===== src/rtl/snake_game_ctrl_if.sv =====
// Signal bundle between the snake game sequencer and its surroundings: button/datapath
// inputs towards the controller, step strobe, move code and status back out.
interface snake_game_ctrl_if #(
    parameter int unsigned CNT_W = 32
);
    logic             btn_up;
    logic             btn_down;
    logic             btn_left;
    logic             btn_right;
    logic             btn_start;
    logic             game_over;
    logic             apple_eaten;
    logic             animate;
    logic [2:0]       move;
    logic             game_rst;
    logic [1:0]       state;
    logic [CNT_W-1:0] period;

    modport master (
        output btn_up, btn_down, btn_left, btn_right, btn_start, game_over, apple_eaten,
        input  animate, move, game_rst, state, period
    );

    modport slave (
        input  btn_up, btn_down, btn_left, btn_right, btn_start, game_over, apple_eaten,
        output animate, move, game_rst, state, period
    );
endinterface


===== src/rtl/snake_game_ctrl.sv =====
// Snake game sequencer: IDLE/RUN/PAUSE/OVER flow, step tick with apple-driven speed-up,
// and a direction filter that forbids 180-degree reversals.
module snake_game_ctrl #(
    parameter int unsigned START_PERIOD = 12_500_000,
    parameter int unsigned MIN_PERIOD   = 3_125_000,
    parameter int unsigned SPEED_STEP   = 500_000,
    parameter int unsigned OVER_HOLD    = 100_000_000,
    parameter int unsigned CNT_W        = 32
) (
    input logic              clk,
    input logic              rst,
    snake_game_ctrl_if.slave bus
);
    localparam int unsigned      SubW        = CNT_W + 1;
    localparam logic [CNT_W-1:0] StartPeriod = CNT_W'(START_PERIOD);
    localparam logic [CNT_W-1:0] MinPeriod   = CNT_W'(MIN_PERIOD);
    localparam logic [SubW-1:0]  SpeedStep   = SubW'(SPEED_STEP);
    localparam logic [CNT_W-1:0] HoldMax     = CNT_W'(OVER_HOLD - 1);
    localparam logic [CNT_W-1:0] One         = CNT_W'(1);

    localparam logic [2:0] DirRight = 3'b000;
    localparam logic [2:0] DirUp    = 3'b001;
    localparam logic [2:0] DirLeft  = 3'b010;
    localparam logic [2:0] DirDown  = 3'b011;
    localparam logic [2:0] MoveHold = 3'b100;

    typedef enum logic [1:0] {
        StIdle  = 2'b00,
        StRun   = 2'b01,
        StPause = 2'b10,
        StOver  = 2'b11
    } state_e;

    state_e           state_q;
    logic [CNT_W-1:0] period_q;
    logic [CNT_W-1:0] cnt_q;
    logic [CNT_W-1:0] hold_q;
    logic [2:0]       dir_q;
    logic [2:0]       pend_q;
    logic [2:0]       move_q;
    logic             animate_q;
    logic             game_rst_q;

    logic             press_any;
    logic [2:0]       press_dir;
    logic             press_ok;
    logic [2:0]       pend_nxt;
    logic [SubW-1:0]  period_sub;
    logic [CNT_W-1:0] period_dec;
    logic             step_due;

    // Fixed priority among simultaneous presses; reversal check applies to the winner only.
    always_comb begin
        press_any = 1'b1;
        press_dir = DirRight;
        if (bus.btn_up) begin
            press_dir = DirUp;
        end else if (bus.btn_down) begin
            press_dir = DirDown;
        end else if (bus.btn_left) begin
            press_dir = DirLeft;
        end else if (!bus.btn_right) begin
            press_any = 1'b0;
        end
    end

    // Opposite directions differ only in bit 1 of the move encoding.
    assign press_ok = press_any && (press_dir != (dir_q ^ 3'b010));
    assign pend_nxt = press_ok ? press_dir : pend_q;

    // One extra bit so the subtraction cannot wrap below zero.
    assign period_sub = {1'b0, period_q} - SpeedStep;
    assign period_dec = (period_sub[CNT_W] || (period_sub[CNT_W-1:0] < MinPeriod)) ?
                        MinPeriod : period_sub[CNT_W-1:0];

    assign step_due = cnt_q >= (period_q - One);

    always_ff @(posedge clk or negedge rst) begin
        if (!rst) begin
            state_q    <= StIdle;
            period_q   <= StartPeriod;
            cnt_q      <= '0;
            hold_q     <= '0;
            dir_q      <= DirRight;
            pend_q     <= DirRight;
            move_q     <= MoveHold;
            animate_q  <= 1'b0;
            game_rst_q <= 1'b0;
        end else begin
            animate_q  <= 1'b0;
            game_rst_q <= 1'b0;
            unique case (state_q)
                StIdle: begin
                    move_q <= MoveHold;
                    if (bus.btn_start) begin
                        state_q    <= StRun;
                        game_rst_q <= 1'b1;
                        period_q   <= StartPeriod;
                        cnt_q      <= '0;
                        dir_q      <= DirRight;
                        pend_q     <= DirRight;
                        move_q     <= DirRight;
                    end
                end
                StRun: begin
                    if (bus.game_over) begin
                        state_q <= StOver;
                        hold_q  <= '0;
                        move_q  <= MoveHold;
                    end else begin
                        pend_q <= pend_nxt;
                        if (bus.apple_eaten) begin
                            period_q <= period_dec;
                        end
                        if (bus.btn_start) begin
                            state_q <= StPause;
                            move_q  <= MoveHold;
                        end else if (step_due) begin
                            animate_q <= 1'b1;
                            cnt_q     <= '0;
                            dir_q     <= pend_nxt;
                            move_q    <= pend_nxt;
                        end else begin
                            cnt_q  <= cnt_q + One;
                            move_q <= dir_q;
                        end
                    end
                end
                StPause: begin
                    move_q <= MoveHold;
                    if (bus.game_over) begin
                        state_q <= StOver;
                        hold_q  <= '0;
                    end else if (bus.btn_start) begin
                        state_q <= StRun;
                        move_q  <= dir_q;
                    end
                end
                StOver: begin
                    move_q <= MoveHold;
                    if (hold_q >= HoldMax) begin
                        if (bus.btn_start) begin
                            state_q <= StIdle;
                            hold_q  <= '0;
                        end
                    end else begin
                        hold_q <= hold_q + One;
                    end
                end
                default: state_q <= StIdle;
            endcase
        end
    end

    assign bus.animate  = animate_q;
    assign bus.move     = move_q;
    assign bus.game_rst = game_rst_q;
    assign bus.state    = state_q;
    assign bus.period   = period_q;
endmodule


===== src/flat_wrapper.sv =====
// flat-port wrapper written by rule: the top's interface ports become plain ports
module snake_game_ctrl_flat 
#(
    parameter int unsigned START_PERIOD = 12_500_000,
    parameter int unsigned MIN_PERIOD   = 3_125_000,
    parameter int unsigned SPEED_STEP   = 500_000,
    parameter int unsigned OVER_HOLD    = 100_000_000,
    parameter int unsigned CNT_W        = 32
)
  (clk, rst, bus_btn_up, bus_btn_down, bus_btn_left, bus_btn_right, bus_btn_start, bus_game_over, bus_apple_eaten, bus_animate, bus_move, bus_game_rst, bus_state, bus_period);
  snake_game_ctrl_if #(.CNT_W(CNT_W)) bus_i ();
  input logic clk;
  input logic rst;
  input wire logic [$bits(bus_i.btn_up)-1:0] bus_btn_up;
  input wire logic [$bits(bus_i.btn_down)-1:0] bus_btn_down;
  input wire logic [$bits(bus_i.btn_left)-1:0] bus_btn_left;
  input wire logic [$bits(bus_i.btn_right)-1:0] bus_btn_right;
  input wire logic [$bits(bus_i.btn_start)-1:0] bus_btn_start;
  input wire logic [$bits(bus_i.game_over)-1:0] bus_game_over;
  input wire logic [$bits(bus_i.apple_eaten)-1:0] bus_apple_eaten;
  output wire logic [$bits(bus_i.animate)-1:0] bus_animate;
  output wire logic [$bits(bus_i.move)-1:0] bus_move;
  output wire logic [$bits(bus_i.game_rst)-1:0] bus_game_rst;
  output wire logic [$bits(bus_i.state)-1:0] bus_state;
  output wire logic [$bits(bus_i.period)-1:0] bus_period;
  assign bus_i.btn_up = bus_btn_up;
  assign bus_i.btn_down = bus_btn_down;
  assign bus_i.btn_left = bus_btn_left;
  assign bus_i.btn_right = bus_btn_right;
  assign bus_i.btn_start = bus_btn_start;
  assign bus_i.game_over = bus_game_over;
  assign bus_i.apple_eaten = bus_apple_eaten;
  assign bus_animate = bus_i.animate;
  assign bus_move = bus_i.move;
  assign bus_game_rst = bus_i.game_rst;
  assign bus_state = bus_i.state;
  assign bus_period = bus_i.period;
  snake_game_ctrl #(.START_PERIOD(START_PERIOD), .MIN_PERIOD(MIN_PERIOD), .SPEED_STEP(SPEED_STEP), .OVER_HOLD(OVER_HOLD), .CNT_W(CNT_W)) u_core (.clk(clk), .rst(rst), .bus(bus_i));
endmodule

===== config.mk =====
export PLATFORM = sky130hd
export DESIGN_NAME = snake_game_ctrl_flat
export DESIGN_NICKNAME = d
export VERILOG_FILES = /design/src/rtl/snake_game_ctrl_if.sv /design/src/rtl/snake_game_ctrl.sv /design/src/flat_wrapper.sv
export SDC_FILE = /design/constraint.sdc
export NUM_CORES = 1
export LEC_CHECK = 0
export CAP_MARGIN = 0
export CORE_MARGIN = 1
export CORE_UTILIZATION = 45
export DETAILED_ROUTE_END_ITERATION = 8
export GPL_TIMING_DRIVEN = 0
export PLACE_DENSITY = 0.66
export SYNTH_ARGS = -nofsm -noshare
export SYNTH_HDL_FRONTEND = slang
export SYNTH_SLANG_ARGS = --single-unit

===== constraint.sdc =====
create_clock -name clk -period 4.7 [get_ports clk]
set_clock_uncertainty 0.05 [all_clocks]
set_input_delay 1.175 -clock clk [delete_from_list [all_inputs] [get_ports clk]]
set_output_delay 1.175 -clock clk [all_outputs]
set_load 0.005 [all_outputs]

* Yosys cells after proc, flatten, opt, wreduce, memory -nomap -nowiden
Index checks and enable logic that the tools add are counted.
** Storage, ports and cells
- Register bits after elaboration :: 109
- Logic and storage cells :: 88
** Cells by class
- $add $sub $neg :: 4
- $lt $le $gt $ge :: 3
- Equality and inequality tests :: 13
- Mux-type cells :: 47
- Bitwise gates (word level) :: 1
- Reduce and logical (&&, ||, !) cells :: 11
** Operators by type and width (count)
- $mux 32 :: 10
- $pmux 32 s2 :: 3
- $add 32x1->32 const B :: 2
- $mux 3 :: 13
- $sub 32x19->33 const B :: 1
- $ge 32x27->1 const B :: 1
- $ge 32x32->1 :: 1
- $lt 32x22->1 const B :: 1
- $sub 32x1->32 const B :: 1
- $mux 2 :: 7
- $pmux 3 s2 :: 2
- $pmux 3 s4 :: 1
- $mux 1 :: 10
- $ne 2x2->1 const B :: 5
- $reduce_and 3->1 :: 3
- $pmux 2 s4 :: 1
- $reduce_and 4->1 :: 2
- $ne 3x3->1 const B :: 2
- $eq 2x2->1 const B :: 2
- $ne 2x1->1 const B :: 2
- $reduce_bool 2->1 :: 2
- $ne 3x3->1 :: 1
- $eq 2x1->1 const B :: 1
- $logic_not 2->1 :: 1
- 4 further kinds :: 4

* Longest topological paths before layout
Gate-level depths: netlist (run 1).
- Word-level depth :: 10
- Mapped depth :: 19

* Worst setup path after synthesis (run 1)
Ideal clock, no wire load.
- Kind :: flip-flop to flip-flop
- Start point :: register u_core.period_q[5], in the netlist u_core.bus.period[5]
- End point :: register u_core.cnt_q[8]
- Arrival time :: 4257 ps
- Path slack :: 311 ps
- Stages on the path, launching flop included :: 19
- Path buffers :: 2
- Cell sequence :: dfstp_2 -> inv_1 -> ha_1 -> nand2b_1 -> clkbuf_1 -> nor3_1 -> nand2_1 -> nor2_1 -> xnor2_1 -> ha_1 -> a21o_1 -> a21o_1 -> a21o_1 -> a2111oi_0 -> o221ai_1 -> nor4_1 -> clkbuf_1 -> o21ai_0 -> a31oi_1
** Between the ends
- Word-level cells in the longest chain between the ends :: 6
** Ends and longest elaborated chain
- from (decl) :: RTL line snake_game_ctrl.sv:35 : logic [CNT_W-1:0] period_q;
- from (signal assigned) :: RTL line snake_game_ctrl.sv:81 : period_q <= StartPeriod;
- from (signal assigned) :: RTL line snake_game_ctrl.sv:98 : period_q <= StartPeriod;
- from (signal assigned) :: RTL line snake_game_ctrl.sv:113 : period_q <= period_dec;
- $sub 32x1->32 :: RTL line snake_game_ctrl.sv:76 : assign step_due = cnt_q >= (period_q - One);
- $ge 32x32->1 :: RTL line snake_game_ctrl.sv:76
- $mux 32 :: RTL line snake_game_ctrl.sv:118 : end else if (step_due) begin
- $mux 32 :: RTL line snake_game_ctrl.sv:115 : if (bus.btn_start) begin
- $mux 32 :: RTL line snake_game_ctrl.sv:106 : if (bus.game_over) begin
- $pmux 32 s2 :: RTL line snake_game_ctrl.sv:92 : unique case (state_q)
- to (signal assigned) :: RTL line snake_game_ctrl.sv:124 : cnt_q <= cnt_q + One;
- to (decl) :: RTL line snake_game_ctrl.sv:36 : logic [CNT_W-1:0] cnt_q;
No other way between the ends. The select of a mux whose other input is x is not followed.
A chain may end at the register's enable or synchronous reset.

* Final worst setup path (run 1)
- Start point :: register u_core.period_q[22], in the netlist u_core.bus.period[22]
- End point :: register u_core.cnt_q[8]
Same word-level chain as after synthesis.

==> results of run 1 <==
==> per-stage QoR <==
step | setup TNS, ns | hold slack [ns] | power, mW
6_report | 0 | 0.4464 | 3.517
5_1_grt | 0 | 0.4680 | 3.752
4_1_cts | 0 | 0.4478 | 3.510
3_5_place_dp | -15.84 | 0.4261 | 2.722
3_3_place_gp | -192.70 | 0.4146 | 2.715
2_1_floorplan | 0 | 0.3979 | 2.181
==> registers in the layout (all words and copies together) (netlist names) <==
name	count
u_core.pend_q	3
u_core.cnt_q	32
u_core.bus.move	3
u_core.bus.period	28
u_core.hold_q	32
u_core.bus.state	2
u_core.bus.game_rst	1
u_core.bus.animate	1
u_core.dir_q	3
==> cells by family (layout without fill, tap and decap cells) <==
family	count (synthesis)	in the layout	synth area share, %
AO/OA/AOI/OAI	248	248	23.24
XOR/XNOR	44	44	5.109
multiplexers	9	9	1.211
other	1	4	0.04972
buffers and inverters	87	147	5.010
adder cells (fa/ha/maj)	39	39	6.470
flip-flops	105	105	35.05
AND/OR/NAND/NOR	361	361	23.86
==> per-layer routing <==
layer | wire, µm | up-vias | track usage (%)
met4 | 449 | 0 | 8.075
met3 | 838 | 32 | 3.819
met1 | 9930 | 3361 | 34.48
met2 | 8965 | 191 | 36.01
met5 | 0 | - | 0
li1 | - | 3426 | -
==> final cells by class <==
cell class              count  area (µm²)  area share [%]
well taps                 216       270.3           3.123
plain buffers              56       272.8           3.152
flip-flops and latches    105        2644           30.55
clock inverters             7       67.56          0.7808
inverters                  28       105.1           1.215
clock buffers               9       225.2           2.603
repair buffers             47       475.5           5.495
multi-input cells         705        4593           53.08
==> power breakdown <==
| part | internal, mW | leakage (nW) | switching [mW] | total [mW] |
|---|---|---|---|---|
| sequential | 1.02 | 1.41 | 0.114 | 1.14 |
| combinational | 0.592 | 2.02 | 1.01 | 1.60 |
| clock | 0.376 | 0.142 | 0.400 | 0.776 |
==> layout by cell type (no fill, tap or decap), types with 14 or more instances in the layout <==
cell,netlist,final
a21o_1,16,16
a21oi_1,54,54
and3_1,21,20
clkbuf_1,44,35
clkdlybuf4s50_1,0,41
dfrtp_1,92,92
ha_1,39,39
inv_1,27,27
nand2_1,93,92
nand3_1,60,60
nor2_1,72,72
nor3_1,25,22
o21ai_0,46,46
o311ai_0,16,16
or3_1,14,14
xnor2_1,28,28
xor2_1,16,16
==> worst reg2reg max path, delay by kind of cell (launching register included) <==
family	cells	cell delay [ns]
buffers and inverters	5	1.04
xor gates and xnor gates	1	0.15
AOI/OAI and AO/OA	4	0.57
adders and majority gates	1	0.32
DFF	1	0.39
and+or+nand+nor	7	1.80
==> worst max path at each step <==
stage / startpoint / to / slack, ns / cells past startpoint
after floorplan: u_core.bus.period[5]$_DFFE_PN1P_ / u_core.cnt_q[8]$_DFFE_PN0P_ / 0.31 / 18
after global placement: rst / u_core.hold_q[22]$_DFFE_PN0P_ / -1.87 / 1
after detailed placement: u_core.bus.period[5]$_DFFE_PN1P_ / u_core.cnt_q[8]$_DFFE_PN0P_ / -0.63 / 19
after CTS: u_core.bus.period[14]$_DFFE_PN0P_ / u_core.cnt_q[8]$_DFFE_PN0P_ / 0.01 / 15
after global routing: u_core.bus.period[14]$_DFFE_PN0P_ / u_core.cnt_q[8]$_DFFE_PN0P_ / 0.06 / 16
final: u_core.bus.period[22]$_DFFE_PN0P_ / u_core.cnt_q[8]$_DFFE_PN0P_ / 0.31 / 18
==> timing repair <==
item | CTS | global route
gates resized for setup | 13 | 10
buffers inserted | 3 | 1
pin swaps | 2 | 1
setup endpoints to repair | 33 | 36
cloned | 0 | 0
==> results.md, run 1 <==
• Crit path buffers/inverters: 5
• synthesized area per cell: 8.437 µm²
• final worst path period share: 93.45%
• die footprint: 17,280 µm²
• vias in the first global route: 6,465
• number of I/O pins: 48
• power per cell area: 406.4 nW/µm²
• Reg2Reg Setup Slack: 0.31 ns
• Worst R2R Path Depth: 18
• Placement Cell Area: 8269 µm²
• starting density of the core: 46.80%
• Final nets: 1,000
• number of pins with negative max-slew slack in the final report: 0
• library cells used by synthesis: 76
• number of cells on the worst hold path: 1
• number of inserted filler cells in the final layout: 1,550
• Via Count: 7,010
• Placed Cells incl. Taps: 1,156
• ordered cell list for the critical path: clkbuf_1, or4_4, or2_2, clkbuf_1, nor3_2, nand2_1, xor2_1, ha_1, nand4_1, nor2_1, o2111ai_1, a211oi_2, buf_4, buf_4, nor4_4, clkbuf_4, o21ai_0, a31oi_1
• Total Routing Usage GR: 23.86%
• minimum clock period after layout: 4.392 ns
• Hold Violations, Final: 0
• total congestion overflow after global routing: 0
• antenna violations before repair: 0
• cts-stage hold buffer count: 0
• final design utilization: 53.70%
• non-filler cells, final: 1,173
• initial drt markers: 700
• floorplan core area: 16,120 µm²
• wire length reported by the detailed router: 20.18 mm
• Finished Cell Area: 8653 µm²
• R2R Path End: u_core.cnt_q[8]$_DFFE_PN0P_
• buffer levels on the longest clock path: 2
• DR vias/cell: 5.976
• setup repair after global routing missed its margin: no
• sink of the worst hold path: u_core.hold_q[29]$_DFFE_PN0P_
• root buffer cell: clkbuf_16
• dominant cell by count in the synthesized netlist: nand2_1
• number of instances in the synthesized netlist: 894
• number of setup violations in the final report: 0
• layout cell share with drive strength beyond 1: 8.359%
• number of sinks on the clock net: 105
• CP max stage cell: or4_4
• global-route wire length before repair: 33.43 mm
• critical path data required time: 4.94 ns
• input/output buffers: 42
• capturing element type of the critical path: flop
• Worst path top cell family by delay: simple AND/OR/NAND/NOR gates
• proportion of synthesized chip area in sequential cells: 35.05%
• detailed-routing iteration count for the pre-antenna-repair pass: 6
• highest clock frequency the design can meet: 0.2277 GHz
• worst path setup slack after routing: 0.3077 ns
• maximum number of pins on one net before global-route repair: 56
• dpl ws: -0.6274 ns
• most instantiated flip-flop cell in the synthesis netlist: dfrtp_1
• Worst VDD drop: 0.2426 mV
• Synth Register Bits: 105
• Critical Path Start Type: flop
• Avg WL per Cell: 17.21 µm
• CTS tree: done
• Site Rows: 46
• post-synth top area cell: dfrtp_1
• path category of the worst min-delay check: reg2reg
• Hold Crit Start: u_core.hold_q[29]$_DFFE_PN0P_
• area share of the largest cell type after synthesis: 30.52%
• Pleak: 3.573 nW
• cell area after synthesis: 7542 µm²
• detailed-route DRC error count: 0
• largest fanout of any net on the critical path: 10
• number of synthesized flops with an enable pin: 0
• antenna diode count: 0
• DP Wirelength: 14.64 mm
• clock latency reported for the late side of the worst-skew pair: 0.37 ns
• Warnings, synthesis: 0
• number of CTS-inserted buffers: 9
• async set-or-reset flop fraction in the synthesized netlist: 100.0%
• Reg clk slew, reported paths: 0.08 ns
• largest cells by area after synthesis: dfrtp_1 31%, ha_1 6.5%, nand2_1 4.6%, dfstp_2 4.5%, nand3_1 4.0%
• launching point of the worst reg2reg path: u_core.bus.period[22]$_DFFE_PN0P_
• transition time at the pin with the least slew margin: 0.8769 ns
• most used standard cells in the synthesized netlist: 93 x nand2_1, 92 x dfrtp_1, 72 x nor2_1, 60 x nand3_1, 54 x a21oi_1
• max-cap violations: 0
• normalized max-slew margin: 41.00%
• Routed Antenna Nets: 0
• final weighted congestion of routability-driven global placement: 0.9225
• die boundary height: 131.5 µm
• worst stage delay on the critical path: 0.63 ns
• Area growth, synth to finish: 14.73%
• outcome: complete, no violations
• htree depth: 3
• Worst Path Arrival: 4.64 ns
• WS Path Type: reg2reg
• horizontal extent of the die: 131.5 µm
Power figures use the tool's default switching activity.
==> run 2, diff against run 1 <==
- CORE_UTILIZATION: 45 -> 55
- PLACE_DENSITY: 0.66 -> 0.78
==> run 2 against run 1 <==
  * Sequential power is essentially flat
  * Fmax decreased by 3.3%
  * Wire length down 2.7%
  * Via count rose by 0.43%
  * Hold slack lost 0.0023 ns
  * Critical path type unchanged
  * Cell count is 3.8% lower
  * Flip-flop and latch count did not move
  * Combinational power hardly changed
  * Sequential share of layout area up 0.35 points
  * Setup slack worse by 0.15 ns
  * Power decreased by 1.6%
==> results.md, run 2 (synthesized netlist as in run 1, its figures left out) <==
• Critical Path Start Type: flop
• commonest non-fill, non-tap cell in the layout: nand2_1
• largest fanout of any net on the critical path: 10, unchanged
• maximum number of pins on one net before global-route repair: 67, +20%
• number of setup violations in the final report: 0, unchanged
• horizontal extent of the die: 119.1 µm, -9.4%
• Worst VDD drop: 0.3375 mV, +39%
• root buffer cell: clkbuf_16
• sum of negative setup slack: 0 ns, unchanged
• die footprint: 14,190 µm², -18%
• CTS tree: done
• area of the multi-input gates: 4593 µm², unchanged
• DR vias/cell: 6.236, +4.3%
• footprint of the flip-flops and latches: 2645 µm², about the same
• vias in the first global route: 6,486, +0.32%
• detailed-routing iteration count for the pre-antenna-repair pass: 5, -1
• number of sinks on the clock net: 105, unchanged
• clock latency reported for the late side of the worst-skew pair: 0.37 ns, about the same
• Worst Path Arrival: 4.73 ns, +0.09 ns
• total congestion overflow after global routing: 0, unchanged
• capturing element type of the critical path: flop
• die boundary height: 119.1 µm, -9.4%
• input/output buffers: 42, unchanged
• detailed-route DRC error count: 0, unchanged
• Area growth, synth to finish: 13.47%
• Site Rows: 42, -8.7%
• Reg clk slew, reported paths: 0.07 ns, about the same
• max-cap violations: 0, unchanged
• Final nets: 996, -0.40%
• transition time at the pin with the least slew margin: 0.9097 ns, +0.03282 ns
• outcome: complete, no violations
• number of CTS-inserted buffers: 9, unchanged
• Hold Crit Start: u_core.hold_q[28]$_DFFE_PN0P_
• global-route wire length before repair: 32.74 mm, -2.1%
• DP Wirelength: 14.14 mm, -3.4%
• final design utilization: 64.37%, +11 points
• cts-stage hold buffer count: 0, unchanged
• highest clock frequency the design can meet: 0.2201 GHz, -3.3%
• antenna diode count: 0, unchanged
• Routed Antenna Nets: 0, unchanged
• wire length reported by the detailed router: 19.65 mm, -2.7%
• number of pins with negative max-slew slack in the final report: 0, unchanged
• worst hold slack: 0.4441 ns, -0.002305 ns
• Via Count: 7,040, +0.43%
• Pleak: 3.548 nW, -0.70%
• Avg WL per Cell: 17.40 µm, +1.1%
• minimum clock period after layout: 4.544 ns, +0.1520 ns
• critical path data required time: 4.89 ns, -0.05 ns
• number of inserted filler cells in the final layout: 1,163, -25%
• Hold Violations, Final: 0, unchanged
• initial drt markers: 698, -0.29%
• source of the critical timing path: u_core.bus.period[22]$_DFFE_PN0P_
• most frequent cells in the layout: 92 x nand2_1, 91 x dfrtp_1, 72 x nor2_1, 60 x nand3_1, 54 x a21oi_1
• htree depth: 3, unchanged
• path category of the worst min-delay check: reg2reg
• normalized max-slew margin: 38.80%, -2.2 points
• starting density of the core: 56.73%, +9.9 points
• final worst path period share: 96.69%, +3.2 points
• launching point of the worst reg2reg path: u_core.bus.period[22]$_DFFE_PN0P_
• buffer levels on the longest clock path: 2, unchanged
• number of I/O pins: 48, unchanged
• power per cell area: 404.2 nW/µm², -0.54%
• floorplan core area: 13,300 µm², -17%
• Total Routing Usage GR: 28.82%, +5.0 points
• WS Path Type: reg2reg
• antenna violations before repair: 0, unchanged
• layout cell share with drive strength beyond 1: 7.975%, -0.38 points
• final weighted congestion of routability-driven global placement: 0.9287, +0.67%
run 2: cell types whose count changed in the layout (fill, tap and decap cells not counted), moves of 2 or more:
cell | previous run | this run
clkinv_2 | 0 | 3
nor3_2 | 3 | 1
inv_8 | 3 | 0
o311ai_0 | 16 | 14
o311ai_1 | 1 | 3
run 2: what timing repair did:
| item | in CTS | in global routing |
|---|---|---|
| pin swaps | 1 | 2 |
| buffers inserted | 1 | 2 |
| endpoints found under the hold margin | 0 | 0 |
| setup endpoints to repair | 34 | 38 |
| gates resized for setup | 12 | 10 |
run 2: path summary, 6_finish.rpt:
| check | to | slack (ns) | cells after the start |
|---|---|---|---|
| min in group asynchronous | u_core.cnt_q[4]$_DFFE_PN0P_ | 0.74 | 1 |
| max | u_core.dir_q[2]$_DFFE_PN0P_ | 0.16 | 17 |
| min reg2reg | u_core.hold_q[28]$_DFFE_PN0P_ | 0.44 | 2 |
| min | u_core.hold_q[28]$_DFFE_PN0P_ | 0.44 | 2 |
| max in group asynchronous | u_core.bus.period[23]$_DFFE_PN1P_ | 3.09 | 2 |
| max reg2reg | u_core.dir_q[2]$_DFFE_PN0P_ | 0.16 | 17 |
run 2: layout make-up:
class | instances | area share (%)
plain buffers | 53 | 2.997
clock buffers | 10 | 2.675
clock inverters | 6 | 0.4825
inverters | 28 | 1.228
multi-input cells | 705 | 53.67
flip-flops and latches | 105 | 30.91
well taps | 176 | 2.573
repair buffers | 46 | 5.468
run 2: layer usage:
layer | track usage [%] | wire [µm] | up-vias | share of wire [%]
met3 | 5.125 | 1275 | 35 | 6.5
met2 | 42.04 | 8491 | 254 | 43
met4 | 11.16 | 465 | 0 | 2.4
met5 | 0 | 0 | - | 0
li1 | - | - | 3424 | -
met1 | 42.20 | 9416 | 3327 | 48
run 2: critical path: stages (launching register included):
cell and delay, ns:
dfrtp_1 0.38, clkbuf_1 0.23, or4_1 0.67, or2_2 0.31
clkbuf_1 0.20, nor3_2 0.28, nand2_1 0.10, xor2_1 0.15
ha_1 0.33, nand4_1 0.10, nor2_1 0.22, o2111ai_1 0.24
a211oi_2 0.37, buf_4 0.18, nor4_4 0.05, clkbuf_2 0.27
o21ai_0 0.21, o31ai_1 0.09
run 2: stage by stage:
| stage | power [mW] | area, µm² | worst slack [ns] | instances |
|---|---|---|---|---|
| 6_report | 3.459 | 8558 | 0.1556 | 1129 |
| 3_3_place_gp | 2.678 | 8194 | -1.726 | 1115 |
| 4_1_cts | 3.441 | 8538 | 0.02052 | 1132 |
| 5_1_grt | 3.687 | 8558 | -0.02274 | 1129 |
| 2_1_floorplan | 2.181 | 7553 | 0.3109 | 897 |
| 3_5_place_dp | 2.707 | 8219 | -0.6934 | 1116 |
run 2: where the power goes:
group | internal [mW] | leakage, nW | switching (mW)
clock | 0.362 | 0.137 | 0.361
sequential | 1.02 | 1.41 | 0.134
combinational | 0.588 | 2.00 | 0.992
total | 1.97 | 3.55 | 1.49
